<file path="src/rtl/mem_writer_packer.sv">
// Frames a {addr,len} write request plus packed payload into a writer request, AXI-Stream beats and a status reply.
// REQ one cycle after accept, beats pass through at full rate under tready; optional `MEM_WRITER_PACKER_STATS_EN adds stat_xfer_cnt.
module mem_writer_packer #(
   parameter logic [3:0] TID   = 4'h0,
   parameter logic [3:0] TDEST = 4'h0
) (
   input  logic        clk,
   input  logic        rst,
   input  logic [31:0] req_data,
   input  logic        req_vld,
   output logic        req_rdy,
   input  logic [31:0] in_data,
   input  logic        in_vld,
   output logic        in_rdy,
   output logic        resp_data,
   output logic        resp_vld,
   input  logic        resp_rdy,
   output logic [31:0] write_req_data,
   output logic        write_req_vld,
   input  logic        write_req_rdy,
   output logic [31:0] axi_st_tdata,
   output logic [3:0]  axi_st_tstr,
   output logic [3:0]  axi_st_tkeep,
   output logic        axi_st_tlast,
   output logic [3:0]  axi_st_tid,
   output logic [3:0]  axi_st_tdest,
   output logic        axi_st_tvalid,
   input  logic        axi_st_tready,
   input  logic        write_resp_data,
   input  logic        write_resp_vld,
   output logic        write_resp_rdy
`ifdef MEM_WRITER_PACKER_STATS_EN
   ,
   output logic [15:0] stat_xfer_cnt
`endif
);

   typedef enum logic [2:0] {IDLE, REQ, DATA, WAIT, RESP} state_t;

   typedef struct packed {
      logic [15:0] addr;
      logic [15:0] len;
   } req_t;

   state_t      state;
   state_t      state_nxt;
   req_t        req_in;
   req_t        req_q;
   logic [15:0] beat_cnt;
   logic [15:0] beats_init;
   logic        status_q;
   logic        last_beat;
   logic [3:0]  last_keep;

   assign req_in    = req_t'(req_data);
   assign last_beat = (beat_cnt == 16'd1);

   // ceil(len/4) without a 17-bit adder: whole words plus one for any partial tail
   assign beats_init = {2'b00, req_in.len[15:2]} + {15'd0, |req_in.len[1:0]};

   always_comb begin
      last_keep = 4'hF;
      case (req_q.len[1:0])
         2'd1:    last_keep = 4'h1;
         2'd2:    last_keep = 4'h3;
         2'd3:    last_keep = 4'h7;
         default: last_keep = 4'hF;
      endcase
   end

   assign axi_st_tid   = TID;
   assign axi_st_tdest = TDEST;

   // Every output is forced quiet while rst is high, even though the state register only clears at the edge
   always_comb begin
      state_nxt      = state;
      req_rdy        = 1'b0;
      in_rdy         = 1'b0;
      resp_data      = 1'b0;
      resp_vld       = 1'b0;
      write_req_data = '0;
      write_req_vld  = 1'b0;
      axi_st_tdata   = '0;
      axi_st_tstr    = 4'h0;
      axi_st_tkeep   = 4'h0;
      axi_st_tlast   = 1'b0;
      axi_st_tvalid  = 1'b0;
      write_resp_rdy = 1'b0;
      if (!rst) begin
         case (state)
            IDLE: begin
               req_rdy = 1'b1;
               if (req_vld) begin
                  state_nxt = (req_in.len == 16'd0) ? RESP : REQ;
               end
            end
            REQ: begin
               write_req_vld  = 1'b1;
               write_req_data = req_q;
               if (write_req_rdy) begin
                  state_nxt = DATA;
               end
            end
            DATA: begin
               axi_st_tvalid = in_vld;
               in_rdy        = axi_st_tready;
               axi_st_tdata  = in_data;
               axi_st_tlast  = last_beat;
               axi_st_tkeep  = last_beat ? last_keep : 4'hF;
               axi_st_tstr   = last_beat ? last_keep : 4'hF;
               if (in_vld && axi_st_tready && last_beat) begin
                  state_nxt = WAIT;
               end
            end
            WAIT: begin
               write_resp_rdy = 1'b1;
               if (write_resp_vld) begin
                  state_nxt = RESP;
               end
            end
            RESP: begin
               resp_vld  = 1'b1;
               resp_data = status_q;
               if (resp_rdy) begin
                  state_nxt = IDLE;
               end
            end
            default: state_nxt = IDLE;
         endcase
      end
   end

   always_ff @(posedge clk) begin
      if (rst) begin
         state    <= IDLE;
         req_q    <= '0;
         beat_cnt <= '0;
         status_q <= 1'b0;
      end else begin
         state <= state_nxt;
         if (state == IDLE && req_vld) begin
            req_q    <= req_in;
            beat_cnt <= beats_init;
            status_q <= 1'b0;
         end
         if (state == DATA && in_vld && axi_st_tready) begin
            beat_cnt <= beat_cnt - 16'd1;
         end
         if (state == WAIT && write_resp_vld) begin
            status_q <= write_resp_data;
         end
      end
   end

`ifdef MEM_WRITER_PACKER_STATS_EN
   logic [15:0] xfer_cnt_q;

   always_ff @(posedge clk) begin
      if (rst) begin
         xfer_cnt_q <= '0;
      end else if (state == RESP && resp_rdy) begin
         xfer_cnt_q <= xfer_cnt_q + 16'd1;
      end
   end

   assign stat_xfer_cnt = rst ? 16'd0 : xfer_cnt_q;
`endif

endmodule

</file>
<file path="config.mk">
export PLATFORM = sky130hd
export DESIGN_NAME = mem_writer_packer
export DESIGN_NICKNAME = d
export VERILOG_FILES = /design/src/rtl/mem_writer_packer.sv
export SDC_FILE = /design/constraint.sdc
export NUM_CORES = 1
export LEC_CHECK = 0
export ABC_CLOCK_PERIOD_IN_PS = 2800
export CAP_MARGIN = 20
export CORE_MARGIN = 10
export CORE_UTILIZATION = 41
export DETAILED_ROUTE_END_ITERATION = 12
export HOLD_SLACK_MARGIN = 0.03
export PLACE_DENSITY_LB_ADDON = 0.1
export SLEW_MARGIN = 20
export SYNTH_ARGS = -nofsm -noshare
export SYNTH_HDL_FRONTEND = slang
export SYNTH_SLANG_ARGS = --single-unit
export TNS_END_PERCENT = 30
</file>
<file path="constraint.sdc">
create_clock -name clk -period 2.8 [get_ports clk]
set_clock_uncertainty 0.2 [all_clocks]
set_input_delay 0.56 -clock clk [delete_from_list [all_inputs] [get_ports clk]]
set_output_delay 0.56 -clock clk [all_outputs]
set_load 0.02 [all_outputs]
</file>
==> out/summary.log <==
qor: status.outcome finished clean
qor: detailed_routing.ant_nets 0
qor: power_and_ir_drop.static-leakage-power 2.381 nW
qor: placement.portBuffers 152
qor: timing.period_needed 2739 ps
qor: yosys.synth.top_cells.by_area dfxtp_1 32%, and2_1 13%, nand2_1 9.6%
qor: grt.pin_count_of_the_biggest_net_entering_global_routing 43
qor: critical_path.crit_type flop to primary output
qor: min_path.hp-class flop to flop
qor: floorplanning.ioPinCount 161
qor: timing.slew_viol_final 0
qor: final_layout.layout_commonest_cell nand2_1
qor: placement.place.gp.congestion 0.8850
qor: clock_tree.clock-sinks 52
qor: grt.grt_util_met3 5.770%
qor: clock_tree.clk_pin_slew_worst_paths 90 ps
qor: detailed_routing.wl 11.59 mm
qor: critical_path.worst_ep_arrival_time 1980 ps
qor: yosys.ys_seq_elements 52
qor: timing.rsz_0062_raised_after_global_routing yes
qor: final_layout.final.fill_count 716
qor: clock_tree.cts_tree built
qor: job.max_cap_viol_count 0
qor: final_layout.layout.cells.most_common_list 82 x nand2_1, 74 x clkdlybuf4s50_1, 66 x and2_1
qor: critical_path.critical_path_peak_fanout 5
qor: placement.hpwl 9.295 mm
qor: yosys.ys.flop_type dfxtp_1
qor: critical_path.critPathLaunchType flop
qor: grt.grt_pass1_wl 17.61 mm
qor: detailed_routing.drtIter0Drc 185
qor: timing.max_freq 365.1 MHz
qor: timing.final-hold-violation-count 0
qor: critical_path.crit_required 2040 ps
qor: clock_tree.clk_latency 300 ps
qor: grt.use_met1 21.93%
qor: final_layout.syn_to_final_growth 55.49%
qor: grt.grt.total_usage 18.39%
qor: grt.via_count_of_the_first_global_routing_pass 3298
qor: timing.tightestPinTransition 730.3 ps
qor: yosys.synth.yosys.seq_area_share 32.40%
qor: detailed_routing.route.detailed.drc 0
qor: final_layout.diodes_inserted 0
qor: floorplanning.fp.dieH 108.5 µm
qor: critical_path.critical_path.slowest_cell or4_4
qor: clock_tree.clockRootBuffer clkbuf_8
qor: yosys.post_synth.cell_area_avg 7.386 µm²
qor: timing.min_period_over_period 97.82%
qor: power_and_ir_drop.worst_ir_drop_vdd 365.0 µV
qor: critical_path.crit_path_cell_trace or4_4 > nor3b_4 > and4b_2 > and2_1 > buf_2
qor: floorplanning.initial_utilization 41.80%
qor: yosys.yosysTopAreaCellShare 32.40%
qor: floorplanning.placeableCoreArea 7687 µm²
qor: grt.grt_use_met2 32.24%
qor: grt.grt_antenna_before_repair 0
qor: floorplanning.floorplan.die.width 108.5 µm
qor: detailed_routing.post_drt_via_cell_ratio 4.997
qor: timing.setup_viol 0
qor: final_layout.fin_area 4996 µm²
qor: floorplanning.core.rowCount 32
qor: critical_path.worstSetupEndpointType primary output
qor: timing.worst_slew_margin_rel 51.20%
qor: grt.global_route.overflow_total 0
qor: clock_tree.cts.htree.levels 2
qor: grt.grt_most_used_layer met2
qor: critical_path.critPathMaxStageDelay 550 ps
qor: power_and_ir_drop.fin_total_pwr 2.825 mW
qor: yosys.number_of_flops_mapped_to_enable_cells_by_yosys 0
qor: detailed_routing.avgRoutedWirePerCell 16.56 µm
qor: yosys.netlist.top_cell.by_area dfxtp_1
qor: yosys.synth_area 3213 µm²
qor: final_layout.design.final.nets 676
qor: yosys.yosysWarningCount 0
qor: placement.placed_area 4992 µm²
qor: clock_tree.max-clock-path-buffers 2
qor: detailed_routing.firstDrtPassIters 4
qor: final_layout.layout-drive-gt1-share 11.37%
qor: floorplanning.dieArea 11780 µm²
qor: power_and_ir_drop.power_density 565.5 nW/µm²
qor: yosys.yosys.cell_types.count 54
qor: clock_tree.tritoncts.num_buffers 5
qor: detailed_routing.vias 3498
qor: yosys.async_s_r_ff_share_synth 0%
qor: yosys.netlist_instances 435
## critical path: cells and delay by family, from the launching register on
kind,cells,cell delay [ps]
and+or+nand+nor,4,1190
buffers and inverters,1,160
DFF,1,320
## layer usage
layer,routed length [µm],share of wire (%),up-vias
met4,53,0.46,0
met1,4766,41,1594
met5,0,0,-
li1,-,-,1770
met2,5756,50,128
met3,1015,8.8,6
## metrics by stage
stage	TNS (ps)	setup WS [ps]	cells	hold slack [ps]	utilization [%]
after CTS	0	24.43	700	256.1	64.79
after global placement	-70.11	-70.11	691	237.0	64.94
final	0	61.00	700	255.3	64.99
after detailed placement	-75.38	-75.38	691	242.2	64.94
after global routing	-17.63	-17.63	700	276.9	64.99
after floorplan	0	222.4	442	231.7	-
## cell families (layout without fill, tap and decap cells)
| group | after synthesis | in the layout | synth area share, % |
|---|---|---|---|
| multiplexers | 3 | 3 | 1.051 |
| AND/OR/NAND/NOR | 232 | 232 | 38.01 |
| AO/OA/AOI/OAI | 79 | 79 | 15.34 |
| flip-flops | 52 | 52 | 32.40 |
| XOR/XNOR | 13 | 13 | 3.544 |
| other | 1 | 8 | 0.1167 |
| adder cells (fa/ha/maj) | 6 | 6 | 2.336 |
| buffers and inverters | 49 | 205 | 7.204 |
## sequential cells by signal, summed over array words and instances (netlist names)
signal and flops:
beat_cnt 16, req_q 32, status_q 1, state 3
## synth_stat cells, types with 2 or more instances
library cell  instances
buf_2                 2
nor2_2                2
nor4_1                8
dfxtp_1              52
o211ai_1              2
or2_2                 2
a211oi_2              2
buf_4                12
o21ai_0               4
mux2_1                2
nor2_1               20
a21oi_1              49
and2_1               66
ha_1                  6
xor2_1                5
a311oi_1              2
a22oi_1               3
nand3_1              13
a31oi_1               2
nand2b_1              4
and3_1                2
clkbuf_1             19
buf_1                 5
inv_1                11
or3_1                 2
xnor2_1               8
a211o_1               2
nand4_1               9
a211oi_1              3
nor3_1               11
nand2_1              82
## report_power, final
group / internal [mW] / leakage, nW / switching (mW)
sequential: 0.880 / 0.427 / 0.0797
clock: 0.180 / 0.0485 / 0.258
combinational: 0.626 / 1.91 / 0.803
## final timing paths
path / start / to / slack [ps] / cells past startpoint
worst max-delay path: beat_cnt[2] / axi_st_tlast / 60 / 5
worst min-delay path: req_q[27] / req_q[27] / 260 / 2
worst max register to register: state[1] / beat_cnt[11] / 510 / 6
worst min register to register: req_q[27] / req_q[27] / 260 / 2
## layout make-up
| type | count | area, µm² | share of cell area, % |
|---|---|---|---|
| clock buffer | 5 | 68.82 | 1.377 |
| clock inverter | 3 | 22.52 | 0.4508 |
| inverter | 11 | 41.29 | 0.8264 |
| multi-input combinational | 341 | 1986 | 39.74 |
| sequential | 52 | 1041 | 20.84 |
| tap | 102 | 127.6 | 2.554 |
| timing repair buffer | 186 | 1709 | 34.21 |
## repair_timing
item                       in CTS  in global routing
gates resized for setup        93                  6
setup buffers                   1                  0
hold endpoints to repair        0                  0
pin swaps                       1                  0
setup endpoints to repair      73                  7
gates cloned                    0                  0
hold buffers                    0                  0
(Power assumes the default switching activity.)
